`src/rtl/bira_ctrl_if.sv`:
```
// bira_ctrl_if: BIST, analyzer and solution-stream signals of the BIRA controller.
interface bira_ctrl_if #(
    parameter int NUM_CAND  = 64,
    parameter int NUM_SPARE = 8
);
    logic [1:0]                   spare_struct;
    logic                         test_end;
    logic                         fault_detect;
    logic                         pivot_new;
    logic                         eval_pass;
    logic [NUM_SPARE-1:0]         spare_used;
    logic [15:0]                  sol_in;
    logic                         sol_ready;
    logic [$clog2(NUM_CAND)-1:0]  cand_idx;
    logic [$clog2(NUM_SPARE)-1:0] sol_sel;
    logic [15:0]                  solution;
    logic                         sol_valid;
    logic                         early_term;
    logic                         repair;
    logic                         done;
    logic                         busy;

    modport master (
        input  spare_struct, test_end, fault_detect, pivot_new, eval_pass,
               spare_used, sol_in, sol_ready,
        output cand_idx, sol_sel, solution, sol_valid, early_term, repair, done, busy
    );

    modport slave (
        output spare_struct, test_end, fault_detect, pivot_new, eval_pass,
               spare_used, sol_in, sol_ready,
        input  cand_idx, sol_sel, solution, sol_valid, early_term, repair, done, busy
    );
endinterface

```
`src/rtl/bira_ctrl.sv`:
```
// bira_ctrl: collects BIST pivots, sweeps spare-allocation candidates and streams the winning solution.
module bira_ctrl #(
    parameter int NUM_CAND  = 64,
    parameter int NUM_SPARE = 8,
    parameter int ANA_LAT   = 2
) (
    input logic        clk,
    input logic        rst,
    bira_ctrl_if.master bus
);
    localparam int CW = $clog2(NUM_CAND);
    localparam int SW = $clog2(NUM_SPARE);
    localparam int WW = $clog2(ANA_LAT + 2);

    typedef enum logic [2:0] {COLLECT, SETTLE, EVAL, EMIT, DONE} state_t;

    state_t        state;
    logic [3:0]    pivot_cnt;
    logic [3:0]    pivot_nxt;
    logic [3:0]    spare_total;
    logic          fault_seen;
    logic [WW-1:0] wait_cnt;
    logic [CW-1:0] cand_idx;
    logic [SW-1:0] sol_sel;
    logic          early_term;
    logic          repair;
    logic          slot_done;

    assign spare_total = bus.spare_struct == 2'd0 ? 4'd4 :
                         bus.spare_struct == 2'd1 ? 4'd6 :
                         bus.spare_struct == 2'd2 ? 4'd7 : 4'd8;
    assign pivot_nxt   = bus.pivot_new && pivot_cnt != 4'd15 ? pivot_cnt + 4'd1 : pivot_cnt;
    // an unused slot is skipped; a used one waits for the consumer
    assign slot_done   = !bus.spare_used[sol_sel] || bus.sol_ready;

    always_ff @(posedge clk or negedge rst) begin
        if (!rst) begin
            state      <= COLLECT;
            pivot_cnt  <= '0;
            fault_seen <= 1'b0;
            wait_cnt   <= '0;
            cand_idx   <= '0;
            sol_sel    <= '0;
            early_term <= 1'b0;
            repair     <= 1'b0;
        end else begin
            case (state)
                COLLECT: begin
                    pivot_cnt  <= pivot_nxt;
                    fault_seen <= fault_seen | bus.fault_detect;
                    if (pivot_nxt > spare_total) begin
                        early_term <= 1'b1;
                        repair     <= 1'b0;
                        state      <= DONE;
                    end else if (bus.test_end) begin
                        if (!fault_seen && !bus.fault_detect) begin
                            repair <= 1'b1;
                            state  <= DONE;
                        end else begin
                            cand_idx <= '0;
                            wait_cnt <= '0;
                            state    <= ANA_LAT == 0 ? EVAL : SETTLE;
                        end
                    end
                end
                SETTLE: begin
                    if (int'(wait_cnt) == ANA_LAT - 1) begin
                        wait_cnt <= '0;
                        state    <= EVAL;
                    end else begin
                        wait_cnt <= wait_cnt + 1'b1;
                    end
                end
                EVAL: begin
                    if (bus.eval_pass) begin
                        sol_sel <= '0;
                        state   <= EMIT;
                    end else if (cand_idx == CW'(NUM_CAND - 1)) begin
                        repair <= 1'b0;
                        state  <= DONE;
                    end else begin
                        cand_idx <= cand_idx + 1'b1;
                        state    <= ANA_LAT == 0 ? EVAL : SETTLE;
                    end
                end
                EMIT: begin
                    if (slot_done) begin
                        if (sol_sel == SW'(NUM_SPARE - 1)) begin
                            repair <= 1'b1;
                            state  <= DONE;
                        end else begin
                            sol_sel <= sol_sel + 1'b1;
                        end
                    end
                end
                default: ;
            endcase
        end
    end

    assign bus.cand_idx   = cand_idx;
    assign bus.sol_sel    = sol_sel;
    assign bus.solution   = bus.sol_in;
    assign bus.sol_valid  = state == EMIT && bus.spare_used[sol_sel];
    assign bus.early_term = early_term;
    assign bus.repair     = repair;
    assign bus.done       = state == DONE;
    assign bus.busy       = state == SETTLE || state == EVAL || state == EMIT;
endmodule

```
`src/flat_wrapper.sv`:
```
// flat-port wrapper written by rule: the top's interface ports become plain ports
module bira_ctrl_flat 
#(
    parameter int NUM_CAND  = 64,
    parameter int NUM_SPARE = 8,
    parameter int ANA_LAT   = 2
)
  (clk, rst, bus_spare_struct, bus_test_end, bus_fault_detect, bus_pivot_new, bus_eval_pass, bus_spare_used, bus_sol_in, bus_sol_ready, bus_cand_idx, bus_sol_sel, bus_solution, bus_sol_valid, bus_early_term, bus_repair, bus_done, bus_busy);
  bira_ctrl_if #(.NUM_CAND(NUM_CAND), .NUM_SPARE(NUM_SPARE)) bus_i ();
  input logic clk;
  input logic rst;
  input wire logic [$bits(bus_i.spare_struct)-1:0] bus_spare_struct;
  input wire logic [$bits(bus_i.test_end)-1:0] bus_test_end;
  input wire logic [$bits(bus_i.fault_detect)-1:0] bus_fault_detect;
  input wire logic [$bits(bus_i.pivot_new)-1:0] bus_pivot_new;
  input wire logic [$bits(bus_i.eval_pass)-1:0] bus_eval_pass;
  input wire logic [$bits(bus_i.spare_used)-1:0] bus_spare_used;
  input wire logic [$bits(bus_i.sol_in)-1:0] bus_sol_in;
  input wire logic [$bits(bus_i.sol_ready)-1:0] bus_sol_ready;
  output wire logic [$bits(bus_i.cand_idx)-1:0] bus_cand_idx;
  output wire logic [$bits(bus_i.sol_sel)-1:0] bus_sol_sel;
  output wire logic [$bits(bus_i.solution)-1:0] bus_solution;
  output wire logic [$bits(bus_i.sol_valid)-1:0] bus_sol_valid;
  output wire logic [$bits(bus_i.early_term)-1:0] bus_early_term;
  output wire logic [$bits(bus_i.repair)-1:0] bus_repair;
  output wire logic [$bits(bus_i.done)-1:0] bus_done;
  output wire logic [$bits(bus_i.busy)-1:0] bus_busy;
  assign bus_i.spare_struct = bus_spare_struct;
  assign bus_i.test_end = bus_test_end;
  assign bus_i.fault_detect = bus_fault_detect;
  assign bus_i.pivot_new = bus_pivot_new;
  assign bus_i.eval_pass = bus_eval_pass;
  assign bus_i.spare_used = bus_spare_used;
  assign bus_i.sol_in = bus_sol_in;
  assign bus_i.sol_ready = bus_sol_ready;
  assign bus_cand_idx = bus_i.cand_idx;
  assign bus_sol_sel = bus_i.sol_sel;
  assign bus_solution = bus_i.solution;
  assign bus_sol_valid = bus_i.sol_valid;
  assign bus_early_term = bus_i.early_term;
  assign bus_repair = bus_i.repair;
  assign bus_done = bus_i.done;
  assign bus_busy = bus_i.busy;
  bira_ctrl #(.NUM_CAND(NUM_CAND), .NUM_SPARE(NUM_SPARE), .ANA_LAT(ANA_LAT)) u_core (.clk(clk), .rst(rst), .bus(bus_i));
endmodule
```
`config.mk`:
```
export PLATFORM = sky130hd
export DESIGN_NAME = bira_ctrl_flat
export DESIGN_NICKNAME = d
export VERILOG_FILES = /design/src/rtl/bira_ctrl_if.sv /design/src/rtl/bira_ctrl.sv /design/src/flat_wrapper.sv
export SDC_FILE = /design/constraint.sdc
export NUM_CORES = 1
export LEC_CHECK = 0
export CAP_MARGIN = 20
export CORE_ASPECT_RATIO = 0.9
export CORE_MARGIN = 3
export CORE_UTILIZATION = 30
export DETAILED_ROUTE_END_ITERATION = 6
export PLACE_DENSITY = 0.57
export SYNTH_ARGS = -nofsm -noshare
export SYNTH_HDL_FRONTEND = slang
export SYNTH_SLANG_ARGS = --single-unit
```
`constraint.sdc`:
```
create_clock -name clk -period 9.1 [get_ports clk]
set_clock_uncertainty 0.15 [all_clocks]
set_input_delay 2.275 -clock clk [delete_from_list [all_inputs] [get_ports clk]]
set_output_delay 2.275 -clock clk [all_outputs]
set_load 0.005 [all_outputs]
```
## After elaboration in Yosys (flattened, before gate mapping)

Index checks and enable logic that the tools add are counted.

| storage, ports and cells | value |
|---|---|
| input bits | 33 |
| word-level logic and storage cells | 98 |
| flip-flop bits (word level) | 21 |
| output and inout bits | 30 |

| cells by class | value |
|---|---|
| $add $sub $neg | 4 |
| reduce and logical (&&, ||, !) cells | 22 |
| bitwise operators | 1 |
| magnitude comparators | 2 |
| equality and inequality tests | 23 |
| muxes and demuxes | 38 |

Operators by type and width:

| kind | number |
|---|---|
| $mux 3 | 11 |
| $mux 6 | 5 |
| $mux 4 | 4 |
| $ne 2x2->1 const B | 7 |
| $pmux 3 s4 | 1 |
| $pmux 6 s2 | 1 |
| $mux 1 | 8 |
| $mux 2 | 4 |
| $ne 2x1->1 const B | 4 |
| $reduce_and 4->1 | 2 |
| $reduce_and 7->1 | 1 |
| $add 6x1->6 const B | 1 |
| $eq 3x2->1 const B | 2 |
| $eq 3x3->1 const B | 2 |
| $eq 6x6->1 const B | 1 |
| $pmux 3 s2 | 1 |
| $reduce_and 6->1 | 1 |
| $reduce_bool 2->1 | 3 |
| $reduce_and 5->1 | 1 |
| $add 4x1->4 const B | 1 |
| $eq 2x2->1 const B | 2 |
| $gt 4x4->1 | 1 |
| $lt 3x4->1 const B | 1 |
| $ne 4x4->1 const B | 1 |
| other kinds (18) | 24 |

## Depth between registers and ports, before layout

Gate-level depths: netlist of the first run.

| logic depth | value |
|---|---|
| depth in word-level cells | 7 |
| gate-level depth with buffers | 10 |
| mapped depth without buffers | 10 |

## Least setup slack after synthesis of the first run

Ideal clock, no wire load.

| timing path | value |
|---|---|
| path type | input -> output |
| start point | input port bus_spare_used[6] |
| end point | output port bus_sol_valid |
| path buffers | 0 |
| required time | 6675 ps |
| setup slack | 3922 ps |
| arrival time | 2753 ps |
| stages | 3 |
| path through | mux2i_1 -> a32oi_1 -> and3_1 |

| on the way | value |
|---|---|
| longest elaborated chain between the ends | 3 |

Ends and longest elaborated chain:

| item | line | RTL |
|---|---|---|
| from (decl) | flat_wrapper.sv:17 | `input wire logic [$bits(bus_i.spare_used)-1:0] bus_spare_used;` |
| $bmux 1 s3 | bira_ctrl.sv:104 | `assign bus.sol_valid = state == EMIT && bus.spare_used[sol_sel];` |
| $mux 1 (not written as such) | bira_ctrl.sv:104 |  |
| $logic_and 1x1->1 | bira_ctrl.sv:104 |  |
| to (decl) | flat_wrapper.sv:23 | `output wire logic [$bits(bus_i.sol_valid)-1:0] bus_sol_valid;` |

No other way between the ends. The select of a mux whose other input is x is not followed.

## Worst setup path in the final report of the first run

Same ends and word-level chain as after synthesis.

==> flow_metrics.tcl, run 1 <==
set metrics [dict create \
    clockBufferDepth 2 \
    worstMarginPinSlew_ns 0.932 \
    critPathCaptureType "output port" \
    ios 63 \
    multiInputGateArea_um2 857 \
    synth_xor_area_share_pct 3.38 \
    clock-sinks 21 \
    avgViaCountPerCell 4.84 \
    worstPathArrival_ns 3.74 \
    grt_pass1_wl_um 5380 \
    drive_above_1_share_pct 5.56 \
    synthesis.nets 211 \
    post-dp-hpwl_um 2460 \
    overflow 0 \
    grt_max_degree 22 \
    cp_data_required_time_ns 6.68 \
    setup_viol_count_final 0 \
    yosysMostFrequentCell "dfrtp_1" \
    fin_crit_sh_pct 67.8 \
    critPathKind "in -> out" \
    grt_pass1_vias 1134 \
    dieWidth_um 81.8 \
    antenna_cells 0 \
    fin_nets 224 \
    synthTopCellsByCount "21 x dfrtp_1, 18 x nand2_1, 16 x buf_4, 12 x nor2_1, 10 x ha_1" \
    syn_area_per_cell_um2 9.24 \
    reg2reg_setup_slack_ns 5.95 \
    syn_inst 168 \
    cts-root-buf "clkbuf_8" \
    postCtsResizedCells 0 \
    synth_compound_area_share_pct 16.9 \
    fin_setup_tns_ns 0 \
    fin_crit_ns 6.17 \
    hp-class "reg -> reg" \
    cts-hold-fix-buffers 0 \
    port_buffers 30 \
    cts_tree "built" \
    hold_path_end "u_core.fault_seen" \
    synth-edff-count 0 \
    clock.fmax_ghz 0.162 \
    cts_setup_buffers 0 \
    drc 0 \
    critPathMaxFanout 2 \
    grtUsageTotal_pct 11.3 \
    synthFlopType "dfrtp_1" \
    holdPathStages 1 \
    ff2ff_path_depth 10 \
    yosysTopAreaCell "dfrtp_1" \
    startpoint_type "input pin" \
    cts_made_buffers 3 \
    synth-seq-cells 21 \
    maxCapViolCount 0 \
    synth_top_family_by_area "simple AND/OR/NAND/NOR gates" \
    ys_warn_count 0 \
    num-fill-cells 514 \
    synth_top_area_share_pct 33.8 \
    rsz0062_at_grt "no" \
    slew_viol_final 0 \
    ant_nets 0 \
    route.vias.total 1186 \
    wire_per_inst_um 12.9 \
    row_count 24 \
    initial_core_util_pct 31.5 \
    drt_first_pass_iters 4 \
    areaGrowthSynthToFinish_pct 17.8 \
    cellPowerDensity_mw_per_mm2 236 \
    core-area_mm2 0.00492 \
    fin_util_pct 37.1 \
    netlist_top_cells_area "dfrtp_1 34%, ha_1 8.1%, buf_4 7.7%" \
    gp_congestion 0.780 \
    wirelength_um 3160 \
    status "completed" \
    regArea_um2 526 \
    r2r-end "u_core.bus.repair" \
    synth_fa_ha_area_share_pct 8.06 \
    h-tree-depth 1 \
    hold_viol 0 \
    synth-simple-area-share_pct 18.5 \
    drtIter0Drc 57 \
    die_h_um 74.3 \
    clk_latency_ns 0.26 \
    syn_area_mm2 0.00155 \
    hold_start "u_core.fault_seen" \
    yosys-mux-area-fraction_pct 8.38 \
    r2r_start "u_core.pivot_cnt[0]" \
    dieArea_mm2 0.00608 \
    ys_types 46 \
    slew_headroom_pct 37.7 \
    clkSlewWorstSetupHoldPaths_ns 0.08 \
    p_leak_nw 0.776 \
    ys_async_sr_fraction_pct 100 \
    ir_drop_mv 0.0999 \
    ys_seq_area_share_pct 33.8 \
    antenna_found_initial 0 \
]
==> worst max-delay path, cell delays in order <==
cell and delay [ns]:
clkdlybuf4s50_1 0.45, mux2i_1 0.06, a32oi_1 0.27, and3_1 0.19, clkdlybuf4s50_1 0.49
==> sequential cells by signal, indices dropped and copies added (netlist names) <==
| name | flops |
|---|---|
| u_core.bus.early_term | 1 |
| u_core.bus.cand_idx | 6 |
| u_core.bus.sol_sel | 3 |
| u_core.state | 3 |
| u_core.bus.repair | 1 |
| u_core.pivot_cnt | 4 |
| u_core.wait_cnt | 2 |
| u_core.fault_seen | 1 |
==> layout make-up <==
cell class,count,area share (%)
Multi-Input combinational cell,120,46.9
Sequential cell,21,28.7
Timing Repair Buffer,30,16.4
Tap cell,65,4.45
Clock buffer,3,2.26
Inverter,5,1.03
Clock inverter,1,0.274
==> worst max-delay path by stage <==
stage                 startpoint             to  slack [ns]  cells after the start
2_1_floorplan  bus_spare_used[6]  bus_sol_valid        3.92                      3
6_report       bus_spare_used[6]  bus_sol_valid        2.93                      5
4_1_cts        bus_spare_used[6]  bus_sol_valid        2.92                      5
3_3_place_gp   bus_spare_used[6]  bus_sol_valid        2.93                      5
5_1_grt        bus_spare_used[6]  bus_sol_valid        2.84                      5
3_5_place_dp   bus_spare_used[6]  bus_sol_valid        2.92                      5
==> routing by layer <==
layer | routed length [µm] | part of all wire [%] | global-route usage, %
met4 | 20 | 0.63 | 2.03
met3 | 187 | 5.9 | 3.51
met2 | 1490 | 47 | 17.4
met1 | 1460 | 46 | 15.6
met5 | 0 | 0 | 0
==> cell usage in the layout, fill, tap and decap left out, types with 2 or more instances in the layout <==
master / n
a31oi_1: 5
o2bb2ai_1: 2
a41oi_1: 3
mux2_1: 3
nand3_1: 8
mux2i_1: 7
a21o_1: 2
o2111ai_1: 2
a21boi_0: 2
o21ai_1: 2
nand2_1: 18
o22ai_1: 2
clkbuf_8: 3
xor2_1: 4
ha_1: 10
xnor2_1: 2
o21ai_0: 5
nor2b_1: 4
and3_1: 4
dfrtp_1: 21
inv_1: 5
nor2_1: 12
clkdlybuf4s50_1: 30
a21oi_1: 3
==> per-stage QoR <==
stage | instances | cell area (µm²) | setup slack (ns) | hold WS [ns] | total power [mW]
6_report | 245 | 1830 | 2.93 | 0.301 | 0.431
3_5_place_dp | 241 | 1780 | 2.92 | 0.286 | 0.374
5_1_grt | 245 | 1830 | 2.84 | 0.327 | 0.472
3_3_place_gp | 241 | 1780 | 2.93 | 0.280 | 0.372
2_1_floorplan | 168 | 1550 | 3.92 | 0.270 | 0.306
4_1_cts | 245 | 1830 | 2.92 | 0.304 | 0.438
==> kinds of logic after synthesis <==
logic type | Yosys count
AND/OR/NAND/NOR | 57
AO/OA/AOI/OAI | 35
buffers and inverters | 27
flip-flops | 21
multiplexers | 12
adder cells (fa/ha/maj) | 10
XOR/XNOR | 6
==> power breakdown <==
group / internal (mW) / switching, mW
registers: 0.124 / 0.0467
clock network: 0.0305 / 0.0312
logic: 0.107 / 0.0920
(Power assumes the default switching activity.)
==> run 2: changes to the inputs <==
--- a/config.mk
+++ b/config.mk
@@ -10,7 +10,7 @@
 export CORE_MARGIN = 3
 export CORE_UTILIZATION = 30
 export DETAILED_ROUTE_END_ITERATION = 6
-export PLACE_DENSITY = 0.57
+export PLACE_DENSITY = 0.59
 export SYNTH_ARGS = -nofsm -noshare
 export SYNTH_HDL_FRONTEND = slang
 export SYNTH_SLANG_ARGS = --single-unit
==> constraint.sdc (replaced) <==
create_clock -name clk -period 5.2 [get_ports clk]
set_clock_uncertainty 0.15 [all_clocks]
set_input_delay 1.3 -clock clk [delete_from_list [all_inputs] [get_ports clk]]
set_output_delay 1.3 -clock clk [all_outputs]
set_load 0.005 [all_outputs]
==> run 2 against run 1 <==
Core utilization rose by 0.53 points. Largest cell class unchanged. Register-to-register slack worse by 3.9 ns. Largest power group unchanged. Final area rose by 1.4%. First-iteration DRC count is 26% lower.
==> flow_metrics.tcl, run 2 (synthesized netlist as in run 1, its figures left out) <==
set metrics [dict create \
    fin_crit_ns 4.23 \
    clk_latency_ns 0.26 \
    initial_core_util_pct 31.5 \
    antenna_found_initial 0 \
    p_leak_nw 0.786 \
    cellPowerDensity_mw_per_mm2 408 \
    fin_setup_tns_ns 0 \
    startpoint_type "input pin" \
    h-tree-depth 1 \
    cts-root-buf "clkbuf_8" \
    critPathCaptureType "output port" \
    drc 0 \
    reg_top3 "u_core.bus.cand_idx x6, u_core.pivot_cnt x4" \
    hold_viol 0 \
    wirelength_um 3140 \
    reg2reg_setup_slack_ns 2.08 \
    grt_max_degree 22 \
    clkSlewWorstSetupHoldPaths_ns 0.08 \
    route.vias.total 1190 \
    slew_viol_final 0 \
    multiInputGateArea_um2 857 \
    dieWidth_um 81.8 \
    drive_above_1_share_pct 5.52 \
    clock-sinks 21 \
    mostFrequentLayoutCell "clkdlybuf4s50_1" \
    post-dp-hpwl_um 2440 \
    grtUsageTotal_pct 10.6 \
    worstMarginPinSlew_ns 0.502 \
    ios 63 \
    top_register "u_core.bus.cand_idx" \
    cts_tree "built" \
    rsz0062_at_grt "no" \
    hold_path_end "u_core.fault_seen" \
    clockBufferDepth 2 \
    areaGrowthSynthToFinish_pct 19.5 \
    regArea_um2 526 \
    cts_made_buffers 3 \
    hp-class "reg -> reg" \
    final_cell_mix "30 x clkdlybuf4s50_1, 21 x dfrtp_1, 18 x nand2_1" \
    die_h_um 74.3 \
    dieArea_mm2 0.00608 \
    slew_headroom_pct 66.5 \
    wire_per_inst_um 12.8 \
    ff2ff_path_depth 10 \
    core-area_mm2 0.00492 \
    r2r_start "u_core.pivot_cnt[0]" \
    overflow 0 \
    row_count 24 \
    clock.fmax_ghz 0.237 \
    postCtsResizedCells 0 \
    ir_drop_mv 0.141 \
    worstPathArrival_ns 2.78 \
    cts_setup_buffers 0 \
    critPathKind "in -> out" \
    status "completed" \
    port_buffers 30 \
    cts-hold-fix-buffers 0 \
    drtIter0Drc 42 \
    num-fill-cells 516 \
    hold_ws_ns 0.300 \
    setup_viol_count_final 0 \
    critPathMaxFanout 2 \
    drt_first_pass_iters 4 \
    grt_pass1_vias 1085 \
    maxCapViolCount 0 \
    holdPathStages 1 \
    gp_congestion 0.773 \
    fin_crit_sh_pct 81.3 \
    largest_reg_flops 6 \
    cp_data_required_time_ns 3.75 \
    antenna_cells 0 \
    ant_nets 0 \
    grt_pass1_wl_um 5100 \
    avgViaCountPerCell 4.84 \
    fin_nets 225 \
    hold_start "u_core.fault_seen" \
    r2r-end "u_core.bus.cand_idx[5]" \
]
-- run 2: cell count changes in the layout (fill, tap and decap cells not counted), sizes merged --
cell and delta:
clkbuf +1, buf +1, clkinv -1
-- run 2: layer usage --
layer / vias up / global-route usage (%) / wire [µm]
met3: 2 / 3.27 / 120
met4: 0 / 1.29 / 2
met1: 549 / 15.2 / 1600
li1: 618 / - / -
met5: - / 0 / 0
met2: 21 / 16.3 / 1420
-- run 2: worst max-delay path, cell delays in order --
cell             delay [ns]
clkdlybuf4s50_1        0.46
mux2i_1                0.06
a32oi_1                0.26
and3_1                 0.20
clkdlybuf4s50_1        0.49
-- run 2: through the flow --
stage	worst slack, ns	instance area [µm²]	utilization, %	total power, mW	std cells
2_1_floorplan	1.70	1550	-	0.535	168
3_3_place_gp	0.985	1780	36.2	0.648	241
3_5_place_dp	0.972	1780	36.2	0.654	241
4_1_cts	0.963	1830	37.1	0.768	245
5_1_grt	0.879	1860	37.7	0.833	246
6_report	0.974	1860	37.7	0.757	246
-- run 2: worst max path at each step --
stage / startpoint / endpoint / slack [ns] / depth (start not counted)
finish: bus_spare_used[6] / bus_sol_valid / 0.97 / 5
global route: bus_spare_used[6] / bus_sol_valid / 0.88 / 5
CTS: bus_spare_used[6] / bus_sol_valid / 0.96 / 5
global placement: bus_spare_used[6] / bus_sol_valid / 0.98 / 5
floorplan: bus_pivot_new / u_core.bus.repair / 1.70 / 8
detailed placement: bus_spare_used[6] / bus_sol_valid / 0.97 / 5
-- run 2: cell type report --
type / count / share of cell area [%]
repair buffers: 31 / 17.7
flip-flops and latches: 21 / 28.3
inverters: 5 / 1.01
well taps: 65 / 4.38
clock buffers: 4 / 2.43
multi-input cells: 120 / 46.2
-- run 2: power by group --
group	internal, mW	switching [mW]	leakage (nW)
Clock	0.0546	0.0536	0.0228
Combinational	0.189	0.162	0.502
Sequential	0.217	0.0811	0.261
